[config.mk]
export PLATFORM = sky130hd
export DESIGN_NAME = risc_v_mike_mmio_master_flat
export DESIGN_NICKNAME = d
export VERILOG_FILES = /design/src/rtl/risc_v_mike_mmio_master_pkg.sv /design/src/rtl/risc_v_mike_mmio_master_if.sv /design/src/rtl/risc_v_mike_mmio_lane_unit.sv /design/src/rtl/risc_v_mike_mmio_master.sv /design/src/flat_wrapper.sv
export SDC_FILE = /design/constraint.sdc
export NUM_CORES = 1
export LEC_CHECK = 0
export ABC_AREA = 1
export BUFFER_PORTS_ARGS = -buffer_cell sky130_fd_sc_hd__buf_4
export CORE_MARGIN = 2
export CORE_UTILIZATION = 56
export CTS_CLUSTER_SIZE = 8
export DETAILED_ROUTE_END_ITERATION = 12
export MAX_ROUTING_LAYER = met4
export PLACE_DENSITY_LB_ADDON = 0.05
export SLEW_MARGIN = 5
export SYNTH_ARGS = -nofsm -noshare
export SYNTH_HDL_FRONTEND = slang
export SYNTH_SLANG_ARGS = --single-unit
[constraint.sdc]
create_clock -name clk -period 4.56 [get_ports clk]
set_input_delay 0 -clock clk [delete_from_list [all_inputs] [get_ports clk]]
set_output_delay 0 -clock clk [all_outputs]
set_load 0.005 [all_outputs]
[src/rtl/risc_v_mike_mmio_master_pkg.sv]
// Shared types and constants for the core's data MMIO initiator.
// Latency: n/a (declarations only).
// Backpressure: n/a.
package risc_v_mike_mmio_master_pkg;

    localparam int ADDRESS_32_W = 32;
    localparam int DATA_32_W    = 32;

    // Default MMIO window: 256 bytes starting at 0x1000_0000.
    localparam logic [ADDRESS_32_W-1:0] MMIO_BASE_DEF = 32'h1000_0000;
    localparam logic [ADDRESS_32_W-1:0] MMIO_SIZE_DEF = 32'h0000_0100;

    // RISC-V load/store funct3 encodings.
    localparam logic [2:0] MEM_B  = 3'b000;
    localparam logic [2:0] MEM_H  = 3'b001;
    localparam logic [2:0] MEM_W  = 3'b010;
    localparam logic [2:0] MEM_BU = 3'b100;
    localparam logic [2:0] MEM_HU = 3'b101;

    typedef enum logic [1:0] {
        ST_IDLE = 2'd0,
        ST_RD   = 2'd1,
        ST_WR   = 2'd2,
        ST_RSP  = 2'd3
    } mmio_state_e;

endpackage

[src/rtl/risc_v_mike_mmio_master_if.sv]
// Request/response and MMIO bus bundle between memory stage, initiator and decoder.
// Latency: n/a (wires only).
// Backpressure: req_rdy/rsp_rdy valid-ready pairs; the bus side has no stall.
// Ports: master = initiator view (drives req_rdy, rsp_*, data_mmio_* strobes);
//        slave  = environment view (drives requests, rsp_rdy, read data).
interface risc_v_mike_mmio_master_if;
    import risc_v_mike_mmio_master_pkg::*;

    logic                    req_val;
    logic                    req_rdy;
    logic                    req_we;
    logic [2:0]              req_funct3;
    logic [ADDRESS_32_W-1:0] req_addr;
    logic [DATA_32_W-1:0]    req_wdata;
    logic                    rsp_val;
    logic                    rsp_rdy;
    logic [DATA_32_W-1:0]    rsp_rdata;
    logic                    rsp_err;
    logic                    data_mmio_addr_val;
    logic                    data_mmio_wr_en;
    logic [ADDRESS_32_W-1:0] data_mmio_addr;
    logic [DATA_32_W-1:0]    data_mmio_wr_data;
    logic [DATA_32_W-1:0]    data_mmio_rd_data;

    modport master (
        input  req_val, req_we, req_funct3, req_addr, req_wdata, rsp_rdy, data_mmio_rd_data,
        output req_rdy, rsp_val, rsp_rdata, rsp_err,
               data_mmio_addr_val, data_mmio_wr_en, data_mmio_addr, data_mmio_wr_data
    );

    modport slave (
        output req_val, req_we, req_funct3, req_addr, req_wdata, rsp_rdy, data_mmio_rd_data,
        input  req_rdy, rsp_val, rsp_rdata, rsp_err,
               data_mmio_addr_val, data_mmio_wr_en, data_mmio_addr, data_mmio_wr_data
    );

endinterface

[src/rtl/risc_v_mike_mmio_lane_unit.sv]
// Byte/halfword lane handling: load extract+extend and store read-modify-write merge.
// Latency: combinational.
// Backpressure: none.
// Ports: i_word/i_lane/i_funct3 -> o_load_data; i_old_word/i_new_data/i_lane/i_funct3 -> o_store_word.
module risc_v_mike_mmio_lane_unit
    import risc_v_mike_mmio_master_pkg::*;
(
    input  logic [DATA_32_W-1:0] i_word,
    input  logic [DATA_32_W-1:0] i_old_word,
    input  logic [DATA_32_W-1:0] i_new_data,
    input  logic [1:0]           i_lane,
    input  logic [2:0]           i_funct3,
    output logic [DATA_32_W-1:0] o_load_data,
    output logic [DATA_32_W-1:0] o_store_word
);

    logic [7:0]  w_byte;
    logic [15:0] w_half;

    always_comb begin
        w_byte       = i_word[{i_lane, 3'b000} +: 8];
        // Halfword accesses are aligned, so only lane bit 1 picks the half.
        w_half       = i_lane[1] ? i_word[31:16] : i_word[15:0];
        o_load_data  = i_word;
        o_store_word = i_new_data;

        case (i_funct3)
            MEM_B:  o_load_data = {{24{w_byte[7]}}, w_byte};
            MEM_H:  o_load_data = {{16{w_half[15]}}, w_half};
            MEM_BU: o_load_data = {24'h0, w_byte};
            MEM_HU: o_load_data = {16'h0, w_half};
            default: o_load_data = i_word;
        endcase

        // Peripherals have no byte enables: keep the untouched lanes from the read word.
        case (i_funct3)
            MEM_B: begin
                o_store_word = i_old_word;
                o_store_word[{i_lane, 3'b000} +: 8] = i_new_data[7:0];
            end
            MEM_H: begin
                o_store_word = i_old_word;
                if (i_lane[1]) o_store_word[31:16] = i_new_data[15:0];
                else           o_store_word[15:0]  = i_new_data[15:0];
            end
            default: o_store_word = i_new_data;
        endcase
    end

endmodule

[src/rtl/risc_v_mike_mmio_master.sv]
// Data MMIO initiator: checks range/alignment, does RMW for SB/SH, returns extended load data.
// Latency: rsp_val 1 cycle after accept (error), 2 (load, SW), 3 (SB/SH).
// Backpressure: req_rdy only in IDLE; response held stable until rsp_rdy, no queueing.
// Ports: clk, rst (async active-low), mmio (master modport: req/rsp handshake and MMIO bus).
module risc_v_mike_mmio_master
    import risc_v_mike_mmio_master_pkg::*;
#(
    parameter logic [ADDRESS_32_W-1:0] MMIO_BASE = MMIO_BASE_DEF,
    parameter logic [ADDRESS_32_W-1:0] MMIO_SIZE = MMIO_SIZE_DEF
)(
    input  logic                         clk,
    input  logic                         rst,
    risc_v_mike_mmio_master_if.master    mmio
);

    mmio_state_e             r_state;
    mmio_state_e             w_next_state;
    logic                    r_we;
    logic                    r_err;
    logic [2:0]              r_funct3;
    logic [ADDRESS_32_W-1:0] r_addr;
    logic [DATA_32_W-1:0]    r_wdata;
    logic [DATA_32_W-1:0]    r_rdbuf;

    logic                    w_f3_ok;
    logic                    w_misaligned;
    logic                    w_in_window;
    logic                    w_req_err;
    logic [ADDRESS_32_W:0]   w_addr_ext;
    logic [ADDRESS_32_W:0]   w_win_hi;
    logic [ADDRESS_32_W-1:0] w_offset;
    logic [DATA_32_W-1:0]    w_load_data;
    logic [DATA_32_W-1:0]    w_store_word;

    // 33-bit compare so a window ending exactly at 2^32 does not wrap to zero.
    assign w_addr_ext  = {1'b0, mmio.req_addr};
    assign w_win_hi    = {1'b0, MMIO_BASE} + {1'b0, MMIO_SIZE};
    assign w_in_window = (w_addr_ext >= {1'b0, MMIO_BASE}) && (w_addr_ext < w_win_hi);

    always_comb begin
        w_f3_ok      = 1'b0;
        w_misaligned = 1'b0;
        case (mmio.req_funct3)
            MEM_B:  w_f3_ok = 1'b1;
            MEM_H:  begin w_f3_ok = 1'b1;          w_misaligned = mmio.req_addr[0];           end
            MEM_W:  begin w_f3_ok = 1'b1;          w_misaligned = (mmio.req_addr[1:0] != 2'b00); end
            MEM_BU: w_f3_ok = !mmio.req_we;
            MEM_HU: begin w_f3_ok = !mmio.req_we;  w_misaligned = mmio.req_addr[0];           end
            default: w_f3_ok = 1'b0;
        endcase
    end

    assign w_req_err = !w_f3_ok || w_misaligned || !w_in_window;

    always_ff @(posedge clk or negedge rst) begin
        if (!rst) begin
            r_state  <= ST_IDLE;
            r_we     <= 1'b0;
            r_err    <= 1'b0;
            r_funct3 <= 3'b000;
            r_addr   <= '0;
            r_wdata  <= '0;
            r_rdbuf  <= '0;
        end else begin
            r_state <= w_next_state;
            if (r_state == ST_IDLE && mmio.req_val) begin
                r_we     <= mmio.req_we;
                r_err    <= w_req_err;
                r_funct3 <= mmio.req_funct3;
                r_addr   <= mmio.req_addr;
                r_wdata  <= mmio.req_wdata;
            end
            if (r_state == ST_RD) begin
                r_rdbuf <= mmio.data_mmio_rd_data;
            end
        end
    end

    always_comb begin
        w_next_state = r_state;
        case (r_state)
            ST_IDLE: begin
                if (mmio.req_val) begin
                    if (w_req_err)                                 w_next_state = ST_RSP;
                    else if (mmio.req_we && mmio.req_funct3 == MEM_W) w_next_state = ST_WR;
                    else                                           w_next_state = ST_RD;
                end
            end
            // Only SB/SH stores pass through RD; they continue to the merged write.
            ST_RD:   w_next_state = r_we ? ST_WR : ST_RSP;
            ST_WR:   w_next_state = ST_RSP;
            ST_RSP:  if (mmio.rsp_rdy) w_next_state = ST_IDLE;
            default: w_next_state = ST_IDLE;
        endcase
    end

    risc_v_mike_mmio_lane_unit u_lane (
        .i_word       (r_rdbuf),
        .i_old_word   (r_rdbuf),
        .i_new_data   (r_wdata),
        .i_lane       (r_addr[1:0]),
        .i_funct3     (r_funct3),
        .o_load_data  (w_load_data),
        .o_store_word (w_store_word)
    );

    assign w_offset = r_addr - MMIO_BASE;

    // All outputs decode from the state register, so strobes are glitch-free and
    // drop as soon as the asynchronous reset forces IDLE.
    always_comb begin
        mmio.req_rdy            = (r_state == ST_IDLE);
        mmio.rsp_val            = (r_state == ST_RSP);
        mmio.rsp_err            = (r_state == ST_RSP) && r_err;
        mmio.rsp_rdata          = '0;
        mmio.data_mmio_addr_val = (r_state == ST_RD) || (r_state == ST_WR);
        mmio.data_mmio_wr_en    = (r_state == ST_WR);
        mmio.data_mmio_addr     = '0;
        mmio.data_mmio_wr_data  = '0;
        if (r_state == ST_RSP && !r_err && !r_we) begin
            mmio.rsp_rdata = w_load_data;
        end
        if (r_state == ST_RD || r_state == ST_WR) begin
            mmio.data_mmio_addr = w_offset & ~32'h3;
        end
        if (r_state == ST_WR) begin
            mmio.data_mmio_wr_data = w_store_word;
        end
    end

endmodule

[src/flat_wrapper.sv]
// flat-port wrapper written by rule: the top's interface ports become plain ports
module risc_v_mike_mmio_master_flat import risc_v_mike_mmio_master_pkg::*;
#(
    parameter logic [ADDRESS_32_W-1:0] MMIO_BASE = MMIO_BASE_DEF,
    parameter logic [ADDRESS_32_W-1:0] MMIO_SIZE = MMIO_SIZE_DEF
)
  (clk, rst, mmio_req_val, mmio_req_we, mmio_req_funct3, mmio_req_addr, mmio_req_wdata, mmio_rsp_rdy, mmio_data_mmio_rd_data, mmio_req_rdy, mmio_rsp_val, mmio_rsp_rdata, mmio_rsp_err, mmio_data_mmio_addr_val, mmio_data_mmio_wr_en, mmio_data_mmio_addr, mmio_data_mmio_wr_data);
  risc_v_mike_mmio_master_if mmio_i ();
  input  logic clk;
  input  logic rst;
  input wire logic [$bits(mmio_i.req_val)-1:0] mmio_req_val;
  input wire logic [$bits(mmio_i.req_we)-1:0] mmio_req_we;
  input wire logic [$bits(mmio_i.req_funct3)-1:0] mmio_req_funct3;
  input wire logic [$bits(mmio_i.req_addr)-1:0] mmio_req_addr;
  input wire logic [$bits(mmio_i.req_wdata)-1:0] mmio_req_wdata;
  input wire logic [$bits(mmio_i.rsp_rdy)-1:0] mmio_rsp_rdy;
  input wire logic [$bits(mmio_i.data_mmio_rd_data)-1:0] mmio_data_mmio_rd_data;
  output wire logic [$bits(mmio_i.req_rdy)-1:0] mmio_req_rdy;
  output wire logic [$bits(mmio_i.rsp_val)-1:0] mmio_rsp_val;
  output wire logic [$bits(mmio_i.rsp_rdata)-1:0] mmio_rsp_rdata;
  output wire logic [$bits(mmio_i.rsp_err)-1:0] mmio_rsp_err;
  output wire logic [$bits(mmio_i.data_mmio_addr_val)-1:0] mmio_data_mmio_addr_val;
  output wire logic [$bits(mmio_i.data_mmio_wr_en)-1:0] mmio_data_mmio_wr_en;
  output wire logic [$bits(mmio_i.data_mmio_addr)-1:0] mmio_data_mmio_addr;
  output wire logic [$bits(mmio_i.data_mmio_wr_data)-1:0] mmio_data_mmio_wr_data;
  assign mmio_i.req_val = mmio_req_val;
  assign mmio_i.req_we = mmio_req_we;
  assign mmio_i.req_funct3 = mmio_req_funct3;
  assign mmio_i.req_addr = mmio_req_addr;
  assign mmio_i.req_wdata = mmio_req_wdata;
  assign mmio_i.rsp_rdy = mmio_rsp_rdy;
  assign mmio_i.data_mmio_rd_data = mmio_data_mmio_rd_data;
  assign mmio_req_rdy = mmio_i.req_rdy;
  assign mmio_rsp_val = mmio_i.rsp_val;
  assign mmio_rsp_rdata = mmio_i.rsp_rdata;
  assign mmio_rsp_err = mmio_i.rsp_err;
  assign mmio_data_mmio_addr_val = mmio_i.data_mmio_addr_val;
  assign mmio_data_mmio_wr_en = mmio_i.data_mmio_wr_en;
  assign mmio_data_mmio_addr = mmio_i.data_mmio_addr;
  assign mmio_data_mmio_wr_data = mmio_i.data_mmio_wr_data;
  risc_v_mike_mmio_master #(.MMIO_BASE(MMIO_BASE), .MMIO_SIZE(MMIO_SIZE)) u_core (.clk(clk), .rst(rst), .mmio(mmio_i));
endmodule
Word-level counts from Yosys, hierarchy flattened. Cells that the tools add are included.

$add $sub $neg: 2. $mul: 0. Divide/modulo/power cells: 0. Order comparisons: 2. Equality and inequality tests: 12. Shift operators: 3. Multiplexer cells: 17. Bitwise logic cells: 0. Reductions and logical operators: 22.

Operators with widths (number): 32-bit case mux with 4 select lines (1); 32-bit 2-to-1 mux (3); 32-bit case mux with 2 select lines (1); 16-bit 2-to-1 mux (3); 32-bit bitwise mux (1); 32-bit by 29-bit greater-or-equal comparator with 1-bit output (second input constant) (1); 32-bit by 29-bit < comparator with 1-bit output (second input constant) (1); 8-bit by 7-bit variable shift with 32-bit output (first input constant) (1); 32-bit by 6-bit variable part select with 8-bit output (1); 8-bit by 7-bit variable part select with 32-bit output (1); 32-bit by 29-bit subtractor with 32-bit output (second input constant) (1); 3-bit == test (second input constant) (4); 2-bit 2-to-1 mux (4); 2-bit case mux with 4 select lines (1); 5-bit negation with 7-bit output (1); 3-bit by 1-bit == test with 1-bit output (second input constant) (2); 1-bit logical AND (6); 3-bit logical NOT (2); 1-bit logical NOT (5); 2-bit == test (second input constant) (2); 2-bit inequality test (second input constant) (2); 1-bit case mux with 2 select lines (2); 2-bit OR reduction (2); 3-bit by 2-bit == test with 1-bit output (second input constant) (1); 7 further kinds (9).

Register bits: 103. Latch bits: 0. Bits in writable memories: 0. ROM bits: 0. Output and inout port bits: 101. Memories: 0.

Logic depth before layout (Yosys ltp).
Depth in word-level cells: 9. Mapped depth: 10.

Cells and area by module. A second synthesis with hierarchy kept.

Cells, all modules: 1227. Area total of the unflattened synthesis: 7448.4 µm².

By module, submodules not included: risc_v_mike_mmio_master (instances 1, cells an instance 695, area each 4941.0 µm², seq. area each 2577.5 µm²); risc_v_mike_mmio_lane_unit (instances 1, cells an instance 532, area each 2507.4 µm², seq. area each 0.0 µm²).

Least setup slack after synthesis. No wires, ideal clock.

Path type: reg-to-output. From: reg u_core.r_addr[0]. To: out mmio_data_mmio_wr_data[0]. Arrival time: 1581 ps. Required time: 4560 ps. Setup slack: 2979 ps. Stages on the path, launching flop included: 8. Cells stage by stage: dfrtp_1 inv_2 ha_1 inv_1 nand3_1 o21ai_4 nand2_1 a21oi_1.

Longest elaborated chain between the ends: 5.

Ends and longest elaborated chain: from (decl) (line risc_v_mike_mmio_master.sv:21) `logic [ADDRESS_32_W-1:0] r_addr;`; from (signal assigned) (line risc_v_mike_mmio_master.sv:70) `r_addr <= mmio.req_addr;`; 5-bit negation with 7-bit output * (line risc_v_mike_mmio_lane_unit.sv:39) `o_store_word[{i_lane, 3'b000} +: 8] = i_new_data[7:0];`; 8-bit by 7-bit variable part select with 32-bit output or 8-bit by 7-bit variable shift with 32-bit output (tied branches) (line risc_v_mike_mmio_lane_unit.sv:39); 32-bit bitwise mux * (line risc_v_mike_mmio_lane_unit.sv:39); 32-bit case mux with 2 select lines * (line risc_v_mike_mmio_lane_unit.sv:36) `case (i_funct3)`; 32-bit 2-to-1 mux * (line risc_v_mike_mmio_master.sv:126) `if (r_state == ST_WR) begin`; to (decl) (line flat_wrapper.sv:25) `output wire logic [$bits(mmio_i.data_mmio_wr_data)-1:0] mmio_data_mmio_wr_data;`.

Every way passes the cells marked *; elsewhere a longest branch is shown, timed or not.

Worst setup path after layout.
From: reg u_core.r_funct3[1]. To: out mmio_data_mmio_wr_data[4].

Longest elaborated chain between the ends: 3.

Ends and longest elaborated chain: from (decl) (line risc_v_mike_mmio_master.sv:20) `logic [2:0] r_funct3;`; from (signal assigned) (line risc_v_mike_mmio_master.sv:69) `r_funct3 <= mmio.req_funct3;`; 3-bit by 1-bit == test with 1-bit output or 3-bit logical NOT (tied branches) (line risc_v_mike_mmio_lane_unit.sv:36); 32-bit case mux with 2 select lines * (line risc_v_mike_mmio_lane_unit.sv:36); 32-bit 2-to-1 mux * (line risc_v_mike_mmio_master.sv:126).

Marked as above.

==> results.txt <==
Max Root-Sink Buffers: 2
clk_lat worst skew: 0.37 ns
DPL Wire Length: 14900 um
Die Wd: 112 um
most common cell after layout, fill and taps aside: nand2_1
antenna violations before repair: 0
Nets: 1358
# DRC: 0
Setup TNS Final: 0 ns
global-route track usage on met2: 62.0%
placed instance count: 1272
Main synth FF type: dfrtp_1
final instance area: 9330 um2
post-CTS setup buffer count: 0
Synth cell types: 33
leakage: 4.99 nW
main area contributors after synthesis: dfrtp_1 40%, nand2_1 22%, o21ai_0 7.2%, inv_1 6.1%, a21oi_1 3.8%
area of the core: 11400 um2
placed cell area: 8010 um2
Inserted Clock Buffers: 9
critical path required time: 4.56 ns
largest net degree at the start of global routing: 65
M3 GR Usage: 6.86%
Cell Area, Synth: 6530 um2
first-pass GRT wire length: 37800 um
Placer Congestion: 0.942
Tightest Hold Check Type: in2async
TritonRoute pass-1 iters: 8
vias per cell: 5.60
Routed WL: 23600 um
top-area cell type share of the netlist area: 39.5%
IO buf count: 202
total gr overflow: 0
RR Endpoint: u_core.r_state[1]$_DFFE_PN0P_
gr usage total: 39.0%
peak supply drop: 0.000485 V
r2r setup slk: 2.35 ns
skew final: 0.0104 ns
FMAX: 336 MHz
initial drt markers: 761
PD cells: 646 nW/um2
CTS tree: built
synth warn: 0
Fin. Hold Viols: 0
met1 Usage GRT: 49.5%
Crit Path Max Fanout: 30
top cell type by total area after synthesis: dfrtp_1
htree depth: 3
Clock transition at path regs: 0.07 ns
worst-case reg-to-reg path depth: 6
Starting Density: 57.1%
crit path time final: 2.97 ns
vias: 7799
Syn-to-layout area delta: 43.0%
post_cts resized: 0
EDFF count, synth: 0
endpoints failing setup: 0
#FFs+latches synth: 103
Final period util: 65.2%
Slew headroom: 24.7%
Syn Inst Count: 972
Finished Layout Cells: 1392
critical path class: reg2out
CTS sink count: 103
row cnt: 39
Detail Route Antenna Nets: 0
Mean Syn Cell Area: 6.71 um2
Critical R2R Launch: u_core.r_state[0]$_DFFE_PN0P_
RSZ-0062 raised after global routing: no
Tightest Pin Transition: 1.13 ns
WL per Instance: 17.0 um
startpoint types: register
vias in the first global route: 7481
Synth async-reset ratio: 100%
pre-CTS setup slack: 2.05 ns
final hold slack: 0.271 ns
most frequent cells in the layout: 382 x nand2_1, 207 x buf_4, 105 x inv_1
CP endpoint kind: output pin
register area share after synthesis: 39.5%
io pins: 205
Max-cap violations: 0
Die Footprint: 12500 um2
busiest grt layer: met2
post-route setup slack: 1.59 ns
Die Ht: 112 um
pins over their slew limit: 0
CP arrival: 2.97 ns
layout cell share with drive strength beyond 1: 20.9%
ANT cells: 0
CTS root buf: clkbuf_16
status: finished, final reports clean
-- Yosys cell counts, types with 5 or more instances --
library cell	instances
a211oi_1	5
a21oi_1	49
a22oi_1	12
buf_2	19
clkbuf_1	24
dfrtp_1	103
ha_1	10
inv_1	106
inv_2	10
nand2_1	383
nand3_1	28
nand4_1	9
nor2_1	63
nor2_4	12
nor3_1	8
o211ai_1	11
o21ai_0	94
-- sequential cells by signal, indices dropped and copies added (netlist names) --
name	count
u_core.r_we	1
u_core.r_wdata	32
u_core.r_funct3	3
u_core.r_state	2
u_core.r_addr	32
u_core.r_rdbuf	32
u_core.r_err	1
-- layout make-up --
cell class,instances,area [um2]
well taps,143,179
flip-flops and latches,103,2580
clock inverters,6,50.0
clock buffers,10,229
fillers,758,2090
multi-input cells,703,3270
inverters,116,435
repair buffers,311,2590
-- what timing repair did --
item / 4_1_cts / 5_1_grt
endpoints found under the hold margin: 162 / 0
setup endpoints to repair: 0 / 0
hold buffers: 104 / 0
-- power by group --
group	leakage, nW	internal, W	switching, W	total (W)
Clock	0.135	0.000379	0.000372	0.000751
Sequential	1.28	0.00135	0.000491	0.00184
Combinational	3.58	0.00131	0.00212	0.00344
-- how the worst max path moves through the flow --
stage,from,to,depth (start not counted)
after CTS,u_core.r_funct3[1]$_DFFE_PN0P_,mmio_data_mmio_wr_data[4],6
after detailed placement,u_core.r_funct3[1]$_DFFE_PN0P_,mmio_data_mmio_wr_data[4],6
after global routing,u_core.r_addr[1]$_DFFE_PN0P_,mmio_data_mmio_wr_data[4],9
final,u_core.r_funct3[1]$_DFFE_PN0P_,mmio_data_mmio_wr_data[4],6
after floorplan,u_core.r_addr[0]$_DFFE_PN0P_,mmio_data_mmio_wr_data[0],7
after global placement,u_core.r_funct3[1]$_DFFE_PN0P_,mmio_data_mmio_wr_data[6],6
-- per-layer routing --
layer | vias to the layer above | share of wire (%)
met5 | - | 0
li1 | 3583 | -
met4 | 0 | 4.1
met1 | 3553 | 38
met2 | 571 | 47
met3 | 92 | 10
-- metrics by stage --
| step | total power, W | utilization [%] |
|---|---|---|
| finish | 0.00603 | 81.7 |
| global route | 0.00644 | 81.7 |
| CTS | 0.00585 | 81.7 |
| detailed placement | 0.00501 | 70.2 |
| global placement | 0.00497 | 70.2 |
| floorplan | 0.00376 | - |
-- cells by family after synthesis --
group	Yosys count	synth area share [%]
other	1	0.0575
XOR/XNOR	1	0.134
AO/OA/AOI/OAI	176	14.9
adder cells (fa/ha/maj)	10	1.92
flip-flops	103	39.5
multiplexers	1	0.173
AND/OR/NAND/NOR	513	32.8
buffers and inverters	167	10.6
-- worst max-delay path: stages, from the launching register on --
cell	delay, ns
dfrtp_1	0.55
inv_2	0.46
nand2_1	0.61
inv_1	0.46
nand3_1	0.15
a21oi_1	0.22
buf_4	0.15
(Power assumes the default switching activity.)
